===== config.mk =====
export PLATFORM = sky130hd
export DESIGN_NAME = store_v
export DESIGN_NICKNAME = d
export VERILOG_FILES = /design/src/rtl/tinyml_pkg.sv /design/src/rtl/store_v.sv
export SDC_FILE = /design/constraint.sdc
export NUM_CORES = 1
export LEC_CHECK = 0
export BUFFER_PORTS_ARGS = -buffer_cell sky130_fd_sc_hd__clkbuf_2
export CAP_MARGIN = 10
export CORE_MARGIN = 2
export CORE_UTILIZATION = 55
export CTS_CLUSTER_DIAMETER = 200
export CTS_CLUSTER_SIZE = 40
export DETAILED_ROUTE_END_ITERATION = 16
export MAX_ROUTING_LAYER = met4
export PLACE_DENSITY = 0.9
export RECOVER_POWER = 25
export SETUP_SLACK_MARGIN = 0.2
export SYNTH_ARGS = -nofsm -noshare
export SYNTH_HDL_FRONTEND = slang
export SYNTH_SLANG_ARGS = --single-unit

===== constraint.sdc =====
create_clock -name clk -period 17.65 [get_ports clk]
set_clock_uncertainty 0.05 [all_clocks]
set_input_delay 2.6475 -clock clk [delete_from_list [all_inputs] [get_ports clk]]
set_output_delay 2.6475 -clock clk [all_outputs]
set_load 0.05 [all_outputs]

===== src/rtl/tinyml_pkg.sv =====
// rtl/tinyml_pkg.sv - shared constants, load/store FSM states and tile byte range helper
package tinyml_pkg;

  localparam int TILE_W     = 256;
  localparam int DATA_W     = 8;
  localparam int ELEM_COUNT = TILE_W / DATA_W;
  localparam int LEN_W      = 10;
  localparam int ADDR_W     = 24;
  localparam int BITS_W     = 11;

  typedef enum logic [1:0] {
    ST_IDLE,
    ST_WAIT_TILE,
    ST_WRITING,
    ST_DONE
  } ls_state_e;

  // Byte byte_idx of the current tile lies inside the transfer when its first bit is below len.
  function automatic logic byte_in_range(input logic [BITS_W-1:0] bits_done,
                                         input logic [BITS_W-1:0] byte_idx,
                                         input logic [LEN_W-1:0]  len);
    logic [BITS_W-1:0] first_bit;
    first_bit = bits_done + (byte_idx << 3);
    return first_bit < {1'b0, len};
  endfunction

endpackage


===== src/rtl/store_v.sv =====
// rtl/store_v.sv - vector tile store engine: serialises tiles into byte writes on a memory port
module store_v
  import tinyml_pkg::*;
#(
  parameter int TILE_WIDTH = TILE_W,
  parameter int DATA_WIDTH = DATA_W,
  parameter int ADDR_WIDTH = ADDR_W
) (
  input  logic                  clk,
  input  logic                  rst,
  input  logic                  valid_in,
  input  logic [ADDR_WIDTH-1:0] dram_addr,
  input  logic [LEN_W-1:0]      length,
  input  logic [DATA_WIDTH-1:0] data_in [0:TILE_WIDTH/DATA_WIDTH-1],
  input  logic                  tile_in,
  output logic                  tile_ready,
  output logic                  busy,
  output logic                  mem_we,
  output logic [ADDR_WIDTH-1:0] mem_addr,
  output logic [7:0]            mem_din,
  output logic                  valid_out
);

  localparam int E    = TILE_WIDTH / DATA_WIDTH;
  localparam int BC_W = (E > 1) ? $clog2(E) : 1;
  localparam logic [BC_W-1:0] LAST_IDX = BC_W'(E - 1);

  if (DATA_WIDTH != 8) begin : g_bad_data_width
    $fatal(1, "store_v: DATA_WIDTH must be 8");
  end
  if (TILE_WIDTH % 8 != 0) begin : g_bad_tile_width
    $fatal(1, "store_v: TILE_WIDTH must be a multiple of 8");
  end

  ls_state_e             state, state_d;
  logic [LEN_W-1:0]      len_q, len_d;
  logic [ADDR_WIDTH-1:0] addr_cnt, addr_d;
  logic [BITS_W-1:0]     bits_done, bits_d, bits_next;
  logic [BC_W-1:0]       byte_cnt, byte_d;
  logic                  last_pend, last_d;
  logic                  load_tile;
  logic [DATA_WIDTH-1:0] tile_buf [0:E-1];

  logic                  tile_ready_d, busy_d, mem_we_d, valid_out_d;
  logic [ADDR_WIDTH-1:0] mem_addr_d;
  logic [7:0]            mem_din_d;

  // Byte 0 is written on the acceptance edge, so last_pend always describes the byte
  // just written and the end-of-tile decision costs no extra idle cycle.
  always_comb begin
    state_d      = state;
    len_d        = len_q;
    addr_d       = addr_cnt;
    bits_d       = bits_done;
    bits_next    = bits_done + BITS_W'(TILE_WIDTH);
    byte_d       = byte_cnt;
    last_d       = last_pend;
    load_tile    = 1'b0;
    tile_ready_d = 1'b0;
    mem_we_d     = 1'b0;
    mem_addr_d   = mem_addr;
    mem_din_d    = mem_din;
    valid_out_d  = 1'b0;

    case (state)
      ST_IDLE: begin
        if (valid_in) begin
          len_d  = length;
          addr_d = dram_addr;
          bits_d = '0;
          byte_d = '0;
          last_d = 1'b0;
          if (length == '0) begin
            state_d     = ST_DONE;
            valid_out_d = 1'b1;
          end else begin
            state_d      = ST_WAIT_TILE;
            tile_ready_d = 1'b1;
          end
        end
      end

      ST_WAIT_TILE: begin
        tile_ready_d = 1'b1;
        if (tile_ready && tile_in) begin
          load_tile    = 1'b1;
          state_d      = ST_WRITING;
          tile_ready_d = 1'b0;
          mem_we_d     = 1'b1;
          mem_addr_d   = addr_cnt;
          mem_din_d    = data_in[0];
          addr_d       = addr_cnt + 1'b1;
          byte_d       = BC_W'(1);
          last_d       = (E == 1) || !byte_in_range(bits_done, BITS_W'(1), len_q);
        end
      end

      ST_WRITING: begin
        if (last_pend) begin
          bits_d = bits_next;
          if (bits_next < {1'b0, len_q}) begin
            state_d      = ST_WAIT_TILE;
            tile_ready_d = 1'b1;
          end else begin
            state_d     = ST_DONE;
            valid_out_d = 1'b1;
          end
        end else begin
          mem_we_d   = 1'b1;
          mem_addr_d = addr_cnt;
          mem_din_d  = tile_buf[byte_cnt];
          addr_d     = addr_cnt + 1'b1;
          byte_d     = byte_cnt + 1'b1;
          last_d     = (byte_cnt == LAST_IDX) ||
                       !byte_in_range(bits_done, BITS_W'(byte_cnt) + BITS_W'(1), len_q);
        end
      end

      ST_DONE: begin
        state_d = ST_IDLE;
      end

      default: begin
        state_d = ST_IDLE;
      end
    endcase

    busy_d = (state_d == ST_WAIT_TILE) || (state_d == ST_WRITING);
  end

  always_ff @(posedge clk or posedge rst) begin
    if (rst) begin
      state <= ST_IDLE;
    end else begin
      state <= state_d;
    end
  end

  always_ff @(posedge clk or posedge rst) begin
    if (rst) begin
      len_q      <= '0;
      addr_cnt   <= '0;
      bits_done  <= '0;
      byte_cnt   <= '0;
      last_pend  <= 1'b0;
      tile_ready <= 1'b0;
      busy       <= 1'b0;
      mem_we     <= 1'b0;
      mem_addr   <= '0;
      mem_din    <= '0;
      valid_out  <= 1'b0;
    end else begin
      len_q      <= len_d;
      addr_cnt   <= addr_d;
      bits_done  <= bits_d;
      byte_cnt   <= byte_d;
      last_pend  <= last_d;
      tile_ready <= tile_ready_d;
      busy       <= busy_d;
      mem_we     <= mem_we_d;
      mem_addr   <= mem_addr_d;
      mem_din    <= mem_din_d;
      valid_out  <= valid_out_d;
    end
  end

  always_ff @(posedge clk or posedge rst) begin
    if (rst) begin
      for (int i = 0; i < E; i++) tile_buf[i] <= '0;
    end else if (load_tile) begin
      for (int i = 0; i < E; i++) tile_buf[i] <= data_in[i];
    end
  end

endmodule


* Word level (Yosys, flattened, before mapping)
Index checks and enable logic that the tools add are counted.
Storage, ports and cells: bits of input ports 294, word-level logic and storage cells 125, flip-flop bits (word level) 345
Cells by class: $add $sub $neg 6, muxes and demuxes 45, reductions and logical operators 15, eq/ne operators 10, bitwise logic cells 1, $lt $le $gt $ge 4
Operators by type and width (number):
- 24-bit two-way mux | 5
- 24-bit one-hot mux with 3 select lines | 1
- 24-bit one-hot mux with 2 select lines | 1
- 8-bit binary-select mux with 5-bit select | 1
- 11-bit by 10-bit < comparator with 1-bit output | 3
- 8-bit two-way mux | 4
- 24-bit by 1-bit adder with 24-bit output (second input constant) | 1
- 11-bit two-way mux | 2
- 11-bit one-hot mux with 2 select lines | 1
- 8-bit one-hot mux with 2 select lines | 1
- 1-bit two-way mux | 15
- 5-bit two-way mux | 3
- 5-bit one-hot mux with 3 select lines | 1
- 11-bit by 4-bit adder with 11-bit output (second input constant) | 1
- 11-bit by 9-bit adder with 11-bit output | 1
- 11-bit by 9-bit adder with 11-bit output (second input constant) | 1
- 10-bit zero test | 1
- 2-bit two-way mux | 5
- 3-bit AND reduction | 3
- 2-bit != test (second input constant) | 4
- 2-bit one-hot mux with 4 select lines | 1
- 5-bit by 1-bit adder with 6-bit output (second input constant) | 1
- 2-bit equality test (second input constant) | 3
- 6-bit >= comparator (second input constant) | 1
- 14 further kinds | 20

* Longest topological paths before layout
Gate-level depths: netlist of run 1.
depth after elaboration 7, gate-level depth with buffers 14, gate-level depth less buffers 11

* Worst setup path before layout of run 1
No wires, ideal clock.
path type input port to flip-flop, start input port tile_in, end register tile_buf[10] (netlist name), path buffers 3, data required time 17475 ps, arrival time 3874 ps, stages 5, setup slack 13601 ps, setup time 125 ps, cell sequence and3_1 -> clkbuf_1 -> clkbuf_1 -> buf_2 -> mux2_2
Between the ends: word-level cells in the longest chain between the ends 3
RTL lines:
- start, declared | line store_v.sv:15 | input logic tile_in,
- 1-bit logical AND | line store_v.sv:85 | if (tile_ready && tile_in) begin
- 1-bit two-way mux | line store_v.sv:85
- 1-bit two-way mux | line store_v.sv:65 | case (state)
- end, declared | line store_v.sv:42 | logic [DATA_WIDTH-1:0] tile_buf [0:E-1];
No other way between the ends. A chain may end at the register's enable or synchronous reset.

==> results of run 1 <==
[per-stage QoR]
step                hold WS (ns)  setup slack [ns]  instance area (um^2)  utilization [%]  std cells
floorplan                  0.422              5.61                 15900                -       1161
global placement           0.433             12.35                 17700             62.1       1812
detailed placement         0.437             12.26                 17700             62.1       1812
CTS                        0.469             12.80                 18100             63.4       1827
global route               0.484              9.48                 18100             63.3       1829
finish                     0.467             10.49                 18100             63.3       1829
[metal layers]
layer / vias up / GRT usage [%] / share of wire [%]
met5: - / - / 0
met4: 0 / 6.93 / 2.6
met3: 63 / 5.68 / 6.9
met2: 355 / 47.2 / 52
met1: 5489 / 32.8 / 39
li1: 4832 / - / -
[cell families after synthesis]
group                      share of synthesized area, %
AOI/OAI and AO/OA                                  5.48
xor gates and xnor gates                          0.442
adders and majority gates                          1.66
buffers and inverters                              2.62
DFF                                                53.2
muxes                                              31.3
other                                            0.0236
and+or+nand+nor                                    5.35
[sequential cells by signal, indices dropped and copies added (netlist names)]
name	count
tile_buf	256
addr_cnt	24
mem_addr	24
len_q	10
mem_din	8
byte_cnt	5
bits_done	3
state	2
busy	1
last_pend	1
mem_we	1
tile_ready	1
valid_out	1
[cell usage after synthesis, drive strengths merged, types with 8 or more instances]
master | instances | area (um^2)
ha | 21 | 263
nand4 | 9 | 56.3
nand2b | 8 | 50.1
o21ai | 26 | 130
mux2i | 50 | 500
nand3 | 31 | 155
mux2 | 291 | 3280
o22ai | 26 | 163
nor4 | 9 | 62.6
mux4 | 52 | 1180
a21oi | 41 | 205
inv | 17 | 63.8
nand2 | 64 | 240
nor2 | 22 | 82.6
buf | 47 | 262
clkbuf | 24 | 90.1
a22oi | 13 | 97.6
dfrtp | 337 | 8430
[where the power goes]
part / internal (mW) / total [mW] / switching, mW
clock network: 0.138 / 0.375 / 0.237
logic: 0.674 / 1.36 / 0.683
registers: 1.16 / 1.41 / 0.252
total: 1.97 / 3.14 / 1.17
[final cells by class]
| type | instances | area [um^2] |
|---|---|---|
| Tap cell | 384 | 480 |
| Fill cell | 2167 | 10500 |
| Sequential cell | 337 | 8440 |
| Antenna cell | 2 | 5.00 |
| Timing Repair Buffer | 338 | 1700 |
| Inverter | 17 | 65.1 |
| Clock inverter | 1 | 30.0 |
| Multi-Input combinational cell | 736 | 7030 |
| Clock buffer | 14 | 329 |
[critical path, cell delays in order]
cell and delay (ns):
clkbuf_2 0.09, clkinvlp_2 2.88, buf_4 1.19, buf_4 0.75
[worst min-delay path by stage]
stage	cells past startpoint	endpoint	slack (ns)
floorplan	1	tile_buf[52]$_DFFE_PP0P_	0.42
detailed placement	1	tile_buf[53]$_DFFE_PP0P_	0.44
finish	1	tile_buf[76]$_DFFE_PP0P_	0.47
global placement	1	tile_buf[52]$_DFFE_PP0P_	0.43
global route	1	tile_buf[5]$_DFFE_PP0P_	0.48
CTS	1	tile_buf[53]$_DFFE_PP0P_	0.47
==> impl_metrics.sql, run 1 <==
INSERT INTO impl_metrics (metric_group, metric, value, unit) VALUES
('critical_path', 'rr_startpoint', 'state[1]$_DFF_PP0_', ''),
('cts', 'post-cts-setup-buffer-count', '0', ''),
('cts', 'ctsRootBufferMaster', 'clkbuf_16', ''),
('pwr', 'max-vdd-ir-drop', '0.110', 'mV'),
('synthesis', 'cell_area_after_synthesis', '0.0159', 'mm^2'),
('sta', 'slew_viols_final', '301', ''),
('critical_path', 'critPathKind', 'in2async', ''),
('cts', 'clkSinkCount', '337', ''),
('synthesis', 'number_of_warnings_printed_during_yosys_synthesis', '0', ''),
('floorplanning', 'dieHeight', '174', 'um'),
('critical_path', 'reg2reg_depth', '7', ''),
('layout', 'final_layout_size_suffix_gt1_share', '48.1', '%'),
('synthesis', 'yosys_register_bits', '337', ''),
('critical_path', 'timing.rr.end', 'busy$_DFF_PP0_', ''),
('global_routing', 'global_route.usage.total', '27.3', '%'),
('pwr', 'final_total_power', '3.14', 'mW'),
('global_routing', 'maximum_number_of_pins_on_one_net_before_global_route_repair', '117', ''),
('detailed_routing', 'detail-route-antenna-nets', '0', ''),
('global_routing', 'globalRoute.totalOverflow', '0', ''),
('sta', 'fmax', '140', 'MHz'),
('detailed_routing', 'drt_first_pass_iters', '5', ''),
('outcome', 'failed_checks', 'capacitance limit, slew limit', ''),
('worst_hold_path', 'hp-start', 'tile_buf[76]$_DFFE_PP0P_', ''),
('floorplanning', 'dieArea', '0.0302', 'mm^2'),
('cts', 'cts_resizes', '0', ''),
('detailed_routing', 'routed_wire_length_per_instance', '21.8', 'um'),
('placed_design', 'port_buffers', '329', ''),
('critical_path', 'start_kind', 'primary input', ''),
('sta', 'timing.slew.headroom', '-251', '%'),
('synthesis', 'mappedNetlistNets', '1476', ''),
('detailed_routing', 'number_of_design_rule_violations_left_after_detail_routing', '0', ''),
('critical_path', 'setup.worst_path.start', 'rst', ''),
('sta', 'finalSetupTns', '0', 'ns'),
('detailed_routing', 'drt_iter0_drc', '903', ''),
('critical_path', 'cp_max_fo', '116', ''),
('critical_path', 'cp_data_arrival_time', '7.68', 'ns'),
('synthesis', 'ys.flop_type', 'dfrtp_1', ''),
('critical_path', 'worst_setup_path_endpoint', 'tile_buf[129]$_DFFE_PP0P_', ''),
('cts', 'cts_htree_levels', '1', ''),
('cts', 'worst_setup_hold_path_clk_slew', '0.14', 'ns'),
('synthesis', 'synth_seq_area_share', '53.2', '%'),
('floorplanning', 'floorplan.core_area', '0.0285', 'mm^2'),
('critical_path', 'timing.reg2reg.setup_slack', '12.18', 'ns'),
('floorplanning', 'ios', '330', ''),
('sta', 'timing.final.setup_violations', '0', ''),
('worst_hold_path', 'hold_class', 'reg2reg', ''),
('global_routing', 'vias_in_the_first_global_route', '11500', ''),
('pwr', 'leakage', '8.08', 'nW'),
('synthesis', 'post_synth_cell_types', '51', ''),
('placed_design', 'dp.final_hpwl', '29.2', 'mm'),
('floorplanning', 'placement_rows', '62', ''),
('pwr', 'power.density_cell_area', '174', 'mW/mm^2'),
('sta', 'rsz_0062_raised_after_global_routing', 'no', ''),
('sta', 'final_min_period_over_clock_period', '40.6', '%'),
('detailed_routing', 'detailroute.via_count', '10700', ''),
('sta', 'post-route-min-period', '7.16', 'ns'),
('cts', 'numCtsBuffers', '12', ''),
('synthesis', 'synth_async_sr_flop_share', '100', '%'),
('run', 'count_of_maximum_capacitance_violations', '4', ''),
('global_routing', 'antenna_found_initial', '2', ''),
('synthesis', 'syn_avg_cell_area', '13.7', 'um^2'),
('floorplanning', 'chipWidth', '174', 'um'),
('cts', 'clock_latency', '0.53', 'ns'),
('critical_path', 'crit_required', '18.18', 'ns'),
('sta', 'finalHoldViolCount', '0', ''),
('detailed_routing', 'detail_route.wirelength', '39.9', 'mm'),
('synthesis', 'synthesis.instances', '1161', ''),
('global_routing', 'grt_first_pass_wirelength', '62.6', 'mm'),
('cts', 'clockBufferDepth', '3', ''),
('detailed_routing', 'viasPerCell', '5.87', ''),
('layout', 'layout_commonest_cell', 'dfrtp_1', ''),
('placed_design', 'finalWeightedCongestion', '0.835', ''),
('outcome', 'status', 'finished, violations left', ''),
('floorplanning', 'start_util', '55.6', '%'),
('layout', 'final_cell_mix', 'dfrtp_1, clkbuf_2, mux2_2', ''),
('synthesis', 'synth_enable_flop_cells', '0', ''),
('sta', 'transition_time_at_the_pin_with_the_least_slew_margin', '5.24', 'ns'),
('cts', 'tritoncts_clock_tree', 'built', ''),
('cts', 'holdBufCountCts', '0', ''),
('layout', 'design.final.nets', '1757', ''),
('layout', 'layout-area-overhead-vs-synth', '14.0', '%'),
('critical_path', 'worstSetupEndpointType', 'async pin', '');
(Power assumes the default switching activity.)
==> inputs of run 2 (changes only) <==
==> constraint.sdc (replaced) <==
create_clock -name clk -period 6.6 [get_ports clk]
set_clock_uncertainty 0.05 [all_clocks]
set_input_delay 0.99 -clock clk [delete_from_list [all_inputs] [get_ports clk]]
set_output_delay 0.99 -clock clk [all_outputs]
set_load 0.05 [all_outputs]
==> impl_metrics.sql, run 2 (synthesized netlist as in run 1, its figures left out) <==
INSERT INTO impl_metrics (metric_group, metric, value, unit) VALUES
('worst_hold_path', 'hold_class', 'reg2reg', ''),
('cts', 'clock_latency', '0.52', 'ns'),
('floorplanning', 'dieArea', '0.0302', 'mm^2'),
('critical_path', 'critPathKind', 'in2async', ''),
('sta', 'finalHoldViolCount', '0', ''),
('sta', 'slew_viols_final', '161', ''),
('critical_path', 'reg2reg_depth', '10', ''),
('pwr', 'leakage', '8.11', 'nW'),
('sta', 'finalSetupTns', '0', 'ns'),
('detailed_routing', 'detail-route-antenna-nets', '0', ''),
('layout', 'layout_commonest_cell', 'dfrtp_1', ''),
('layout', 'fin_util', '63.5', '%'),
('layout', 'finalInstanceArea', '0.0181', 'mm^2'),
('cts', 'post-cts-setup-buffer-count', '0', ''),
('sta', 'final_min_period_over_clock_period', '65.2', '%'),
('detailed_routing', 'detail_route.wirelength', '39.3', 'mm'),
('global_routing', 'antenna_found_initial', '2', ''),
('critical_path', 'timing.reg2reg.setup_slack', '3.25', 'ns'),
('critical_path', 'path_buf_inv', '3', ''),
('detailed_routing', 'drt_first_pass_iters', '5', ''),
('cts', 'tritoncts_clock_tree', 'built', ''),
('critical_path', 'timing.critical_path.max_delay_family', 'buffers and inverters', ''),
('sta', 'fmax', '232', 'MHz'),
('cts', 'worst_setup_hold_path_clk_slew', '0.13', 'ns'),
('detailed_routing', 'drt-met1-wl', '15.3', 'mm'),
('cts', 'ctsRootBufferMaster', 'clkbuf_16', ''),
('detailed_routing', 'detailroute.via_count', '10700', ''),
('cts', 'cts_resizes', '0', ''),
('layout', 'layout-area-overhead-vs-synth', '14.3', '%'),
('critical_path', 'cp_max_delay_cell', 'clkbuf_2', ''),
('layout', 'reg.largest.list', 'tile_buf x256, addr_cnt x24, mem_addr x24', ''),
('floorplanning', 'floorplan.core_area', '0.0285', 'mm^2'),
('critical_path', 'worst_path_cell_trace', 'clkbuf_1, clkinvlp_4, clkbuf_2', ''),
('global_routing', 'grt_first_pass_wirelength', '62.4', 'mm'),
('sta', 'transition_time_at_the_pin_with_the_least_slew_margin', '3.97', 'ns'),
('layout', 'largest_register', 'tile_buf', ''),
('critical_path', 'setup.worst_path.start', 'rst', ''),
('critical_path', 'start_kind', 'primary input', ''),
('critical_path', 'timing.rr.end', 'last_pend$_DFFE_PP0P_', ''),
('critical_path', 'cp_max_fo', '161', ''),
('worst_hold_path', 'worst_hold_path.endpoint', 'tile_buf[132]$_DFFE_PP0P_', ''),
('detailed_routing', 'top_layer_used', 'met4', ''),
('critical_path', 'rr_startpoint', 'byte_cnt[1]$_DFFE_PP0P_', ''),
('critical_path', 'crit_required', '6.30', 'ns'),
('floorplanning', 'start_util', '55.6', '%'),
('worst_hold_path', 'hp-start', 'tile_buf[132]$_DFFE_PP0P_', ''),
('pwr', 'max-vdd-ir-drop', '0.345', 'mV'),
('cts', 'clockBufferDepth', '3', ''),
('global_routing', 'global_route.usage.total', '27.1', '%'),
('critical_path', 'max_stage_delay', '2.65', 'ns'),
('floorplanning', 'chipWidth', '174', 'um'),
('global_routing', 'maximum_number_of_pins_on_one_net_before_global_route_repair', '178', ''),
('floorplanning', 'placement_rows', '62', ''),
('critical_path', 'worstSetupEndpointType', 'async pin', ''),
('layout', 'number_of_flip_flops_under_the_largest_register_name', '256', ''),
('detailed_routing', 'number_of_design_rule_violations_left_after_detail_routing', '0', ''),
('critical_path', 'cp_data_arrival_time', '4.00', 'ns'),
('layout', 'final_layout_size_suffix_gt1_share', '48.4', '%'),
('pwr', 'power.density_cell_area', '460', 'mW/mm^2'),
('detailed_routing', 'met3_wirelength', '2.61', 'mm'),
('layout', 'design.final.nets', '1759', ''),
('sta', 'timing.slew.headroom', '-164', '%'),
('detailed_routing', 'drt_iter0_drc', '764', ''),
('sta', 'rsz_0062_raised_after_global_routing', 'no', ''),
('run', 'count_of_maximum_capacitance_violations', '1', ''),
('detailed_routing', 'routed_wire_length_per_instance', '21.5', 'um'),
('global_routing', 'globalRoute.totalOverflow', '0', ''),
('cts', 'clkSinkCount', '337', ''),
('placed_design', 'dp.final_hpwl', '28.9', 'mm'),
('layout', 'final_cell_mix', 'dfrtp_1, clkbuf_2, mux2_2', ''),
('floorplanning', 'dieHeight', '174', 'um'),
('sta', 'post-route-min-period', '4.30', 'ns'),
('global_routing', 'vias_in_the_first_global_route', '11500', ''),
('cts', 'numCtsBuffers', '12', ''),
('detailed_routing', 'detailroute.wirelength.met2', '20.4', 'mm'),
('worst_hold_path', 'hold_depth', '1', ''),
('placed_design', 'port_buffers', '329', ''),
('placed_design', 'finalWeightedCongestion', '0.841', ''),
('cts', 'holdBufCountCts', '0', ''),
('floorplanning', 'ios', '330', ''),
('cts', 'cts_htree_levels', '1', ''),
('detailed_routing', 'viasPerCell', '5.82', ''),
('placed_design', 'detailed_place.area', '0.0178', 'mm^2'),
('outcome', 'status', 'finished, violations left', ''),
('sta', 'timing.final.setup_violations', '0', ''),
('outcome', 'failed_checks', 'capacitance limit, slew limit', '');
==> run 2: changes by cell type in the layout (fill, tap and decap cells not counted), sizes merged <==
cell	previous run	this run
buf	7	10
clkbuf	345	344
==> run 2: metal layers <==
metal | track usage, % | vias up
li1 | - | 4841
met1 | 32.8 | 5416
met2 | 46.8 | 345
met3 | 5.46 | 61
met4 | 6.83 | 0
met5 | - | -
==> run 2: worst max path at each step <==
stage	end	slack, ns	depth (start not counted)
floorplan	addr_cnt[0]$_DFFE_PP0P_	1.06	1
global placement	last_pend$_DFFE_PP0P_	3.42	10
detailed placement	last_pend$_DFFE_PP0P_	3.34	10
CTS	last_pend$_DFFE_PP0P_	3.29	10
global route	tile_buf[109]$_DFFE_PP0P_	1.50	3
finish	tile_buf[93]$_DFFE_PP0P_	2.30	3
==> run 2: layout make-up <==
type | instances | area [um^2]
diodes | 2 | 5.00
clock buffers | 14 | 329
clock inverters | 1 | 30.0
fillers | 2144 | 10400
inverters | 17 | 67.6
multi-input cells | 736 | 7030
flip-flops and latches | 337 | 8440
well taps | 384 | 480
repair buffers | 340 | 1750
==> run 2: through the flow <==
step / worst slack [ns] / hold WS, ns / instances / power, mW
floorplan: 1.06 / 0.422 / 1161 / 6.44
global placement: 3.42 / 0.433 / 1814 / 7.14
detailed placement: 3.34 / 0.441 / 1814 / 7.39
CTS: 3.29 / 0.467 / 1829 / 8.38
global route: 1.50 / 0.477 / 1831 / 8.85
finish: 2.30 / 0.463 / 1831 / 8.34
==> run 2: power breakdown <==
group / leakage, nW / internal (mW) / switching (mW)
combinational: 3.87 / 1.78 / 1.80
clock: 0.173 / 0.370 / 0.622
sequential: 4.06 / 3.09 / 0.683
==> inputs of run 3 (changes only) <==
--- a/config.mk
+++ b/config.mk
@@ -5,6 +5,7 @@
 export SDC_FILE = /design/constraint.sdc
 export NUM_CORES = 1
 export LEC_CHECK = 0
+export ABC_AREA = 1
 export BUFFER_PORTS_ARGS = -buffer_cell sky130_fd_sc_hd__clkbuf_2
 export CAP_MARGIN = 10
 export CORE_MARGIN = 2
==> constraint.sdc (replaced) <==
create_clock -name clk -period 4 [get_ports clk]
set_clock_uncertainty 0.05 [all_clocks]
set_input_delay 0.6 -clock clk [delete_from_list [all_inputs] [get_ports clk]]
set_output_delay 0.6 -clock clk [all_outputs]
set_load 0.05 [all_outputs]
==> impl_metrics.sql, run 3 <==
INSERT INTO impl_metrics (metric_group, metric, value, unit) VALUES
('synthesis', 'synth_area_leaders', 'dfrtp_1, mux2_2, nand2_1, nand3_1, mux2_1', ''),
('sta', 'finalHoldViolCount', '0', ''),
('layout', 'finalInstanceArea', '0.0189', 'mm^2'),
('sta', 'final_worst_setup_slack', '1.14', 'ns'),
('floorplanning', 'floorplan.core_area', '0.0298', 'mm^2'),
('synthesis', 'cell_area_after_synthesis', '0.0167', 'mm^2'),
('placed_design', 'finalWeightedCongestion', '0.915', ''),
('floorplanning', 'placement_rows', '63', ''),
('synthesis', 'synth_enable_flop_cells', '0', ''),
('sta', 'finalSetupTns', '0', 'ns'),
('sta', 'fmax', '350', 'MHz'),
('cts', 'clockBufferDepth', '3', ''),
('pwr', 'final_total_power', '14.3', 'mW'),
('cts', 'post-cts-setup-buffer-count', '0', ''),
('floorplanning', 'ios', '330', ''),
('sta', 'timing.slew.headroom', '-22.5', '%'),
('synthesis', 'number_of_warnings_printed_during_yosys_synthesis', '0', ''),
('synthesis', 'synth.top_cells.by_count', 'nand2_1, dfrtp_1, nand3_1', ''),
('layout', 'design.final.nets', '2366', ''),
('critical_path', 'start_kind', 'flip-flop', ''),
('synthesis', 'mappedNetlistNets', '2103', ''),
('placed_design', 'dpl_worst_slack', '1.15', 'ns'),
('sta', 'final_min_period_over_clock_period', '71.5', '%'),
('synthesis', 'yosys_register_bits', '337', ''),
('synthesis', 'post_synth_cell_types', '40', ''),
('sta', 'timing.final.setup_violations', '0', ''),
('critical_path', 'worstSetupEndpointType', 'flip-flop', ''),
('floorplanning', 'dieArea', '0.0318', 'mm^2'),
('global_routing', 'grt_first_pass_wirelength', '73.7', 'mm'),
('layout', 'number_of_flip_flops_under_the_largest_register_name', '256', ''),
('pwr', 'power.internal', '8.23', 'mW'),
('pwr', 'max-vdd-ir-drop', '0.415', 'mV'),
('layout', 'layout_commonest_cell', 'nand2_1', ''),
('pwr', 'leakage', '9.54', 'nW'),
('synthesis', 'yosysMostFrequentCell', 'nand2_1', ''),
('pwr', 'net_switching_fraction_of_the_power', '42.3', '%'),
('outcome', 'status', 'finished, violations left', ''),
('layout', 'final_layout_size_suffix_gt1_share', '28.2', '%'),
('sta', 'transition_time_at_the_pin_with_the_least_slew_margin', '1.84', 'ns'),
('pwr', 'power.share.combinational', '45.1', '%'),
('critical_path', 'cp_max_fo', '60', ''),
('global_routing', 'antenna_found_initial', '5', ''),
('placed_design', 'detailed_place.area', '0.0186', 'mm^2'),
('floorplanning', 'start_util', '56.2', '%'),
('synthesis', 'ys.flop_type', 'dfrtp_1', ''),
('pwr', 'pwr-share-clk', '11.6', '%'),
('global_routing', 'maximum_number_of_pins_on_one_net_before_global_route_repair', '120', ''),
('sta', 'timing.hold.ws', '0.236', 'ns'),
('cts', 'cts_htree_levels', '1', ''),
('placed_design', 'port_buffers', '329', ''),
('detailed_routing', 'viasPerCell', '5.71', ''),
('global_routing', 'globalRoute.totalOverflow', '0', ''),
('cts', 'worst_setup_hold_path_clk_slew', '0.15', 'ns'),
('cts', 'ctsRootBufferMaster', 'clkbuf_16', ''),
('synthesis', 'synth_seq_area_share', '50.4', '%'),
('pwr', 'power.density_cell_area', '752', 'mW/mm^2'),
('pwr', 'pwr-share-seq', '43.2', '%'),
('detailed_routing', 'detail-route-antenna-nets', '0', ''),
('cts', 'numCtsBuffers', '12', ''),
('global_routing', 'vias_in_the_first_global_route', '14100', ''),
('synthesis', 'synth_async_sr_flop_share', '100', '%'),
('sta', 'post-route-min-period', '2.86', 'ns'),
('sta', 'rsz_0062_raised_after_global_routing', 'no', ''),
('cts', 'tritoncts_clock_tree', 'built', ''),
('placed_design', 'dp.final_hpwl', '34.0', 'mm'),
('worst_hold_path', 'hold_class', 'in2reg', ''),
('layout', 'largest_register', 'tile_buf', ''),
('outcome', 'failed_checks', 'capacitance limit, slew limit', ''),
('pwr', 'power_spent_charging_and_discharging_nets', '6.03', 'mW'),
('floorplanning', 'chipWidth', '178', 'um'),
('cts', 'cts_resizes', '0', ''),
('layout', 'reg.largest.list', 'tile_buf x256, addr_cnt x24, mem_addr x24', ''),
('cts', 'clkSinkCount', '337', ''),
('detailed_routing', 'detailroute.via_count', '14000', ''),
('cts', 'holdBufCountCts', '0', ''),
('critical_path', 'cp_data_arrival_time', '3.26', 'ns'),
('detailed_routing', 'drt_iter0_drc', '1353', ''),
('synthesis', 'synth_area_leader_cell', 'dfrtp_1', ''),
('sta', 'slew_viols_final', '67', ''),
('detailed_routing', 'number_of_design_rule_violations_left_after_detail_routing', '0', ''),
('floorplanning', 'dieHeight', '178', 'um'),
('synthesis', 'syn_avg_cell_area', '9.36', 'um^2'),
('synthesis', 'synthesis.instances', '1788', ''),
('critical_path', 'critPathKind', 'reg2reg', ''),
('cts', 'clock_latency', '0.52', 'ns'),
('run', 'count_of_maximum_capacitance_violations', '2', ''),
('layout', 'layout-area-overhead-vs-synth', '13.2', '%'),
('detailed_routing', 'routed_wire_length_per_instance', '19.1', 'um'),
('critical_path', 'crit_required', '4.40', 'ns'),
('detailed_routing', 'drt_first_pass_iters', '6', ''),
('layout', 'final_cell_mix', 'nand2_1, dfrtp_1, clkbuf_2', ''),
('detailed_routing', 'detail_route.wirelength', '46.7', 'mm'),
('global_routing', 'global_route.usage.total', '30.5', '%'),
('synthesis', 'post-synth-top-area-fraction', '50.4', '%');
[run 3: cell types whose count changed after synthesis, sizes merged, moves of 10 or more]
cell | previous run | this run
nand2 | 64 | 539
nand3 | 31 | 207
inv | 17 | 94
o21ai | 26 | 81
mux4 | 52 | 0
mux2i | 50 | 0
mux2 | 291 | 254
buf | 47 | 80
nor2 | 22 | 48
o22ai | 26 | 1
a21oi | 41 | 51
[run 3: per-stage QoR]
step / std cells / util [%]
final: 2449 / 63.6
after global routing: 2447 / 63.6
after CTS: 2442 / 63.6
after detailed placement: 2427 / 62.4
after global placement: 2427 / 62.4
after floorplan: 1788 / -
[run 3: path summary, 6_finish.rpt]
path                                         from  cells after the start  slack (ns)                   endpoint
max                            state[0]$_DFF_PP0_                      8        1.14     mem_din[6]$_DFFE_PP0P_
min                                   data_in[18]                      2        0.24   tile_buf[18]$_DFFE_PP0P_
max reg2reg                    state[0]$_DFF_PP0_                      8        1.14     mem_din[6]$_DFFE_PP0P_
min reg2reg                mem_din[7]$_DFFE_PP0P_                      2        0.46     mem_din[7]$_DFFE_PP0P_
max in group asynchronous                     rst                      3        1.32   bits_done[9]$_DFFE_PP0P_
min in group asynchronous                     rst                      2        0.32  tile_buf[230]$_DFFE_PP0P_
[run 3: final cells by class]
class,instances,area (um^2)
clock inverters,1,30.0
multi-input cells,1248,7390
flip-flops and latches,337,8440
repair buffers,355,1890
diodes,7,17.5
inverters,97,368
fillers,2404,10800
well taps,390,488
clock buffers,14,329
[run 3: critical path, stage by stage, from the launching register on]
cell     delay [ns]
dfrtp_1        0.45
inv_1          0.11
ha_1           0.62
nand2_1        0.24
o21ai_1        0.15
nand2_2        0.58
inv_1          0.39
nor2_1         0.07
a21oi_1        0.13
[run 3: kinds of logic after synthesis]
group | after synthesis | share of synthesized area (%)
AO/OA/AOI/OAI | 151 | 4.78
XOR/XNOR | 5 | 0.262
adder cells (fa/ha/maj) | 21 | 1.57
buffers and inverters | 203 | 5.56
flip-flops | 337 | 50.4
multiplexers | 254 | 17.1
other | 1 | 0.0224
AND/OR/NAND/NOR | 816 | 20.3
[run 3: per-layer routing]
layer  vias up  share of wire [%]  GRT usage (%)
met5         -                  0              -
met4         0                5.0           14.6
met3       126                6.5           3.56
met2       618                 47           48.5
met1      6824                 41           39.2
li1       6417                  -              -
[run 3: power by group through the flow]
stage	clock network (mW)	registers, mW	logic (mW)
2_1_floorplan	0	6.39	4.47
3_3_place_gp	0	6.09	6.10
3_5_place_dp	0	6.19	6.41
4_1_cts	1.70	6.12	6.44
5_1_grt	1.80	6.34	7.15
6_report	1.66	6.16	6.44
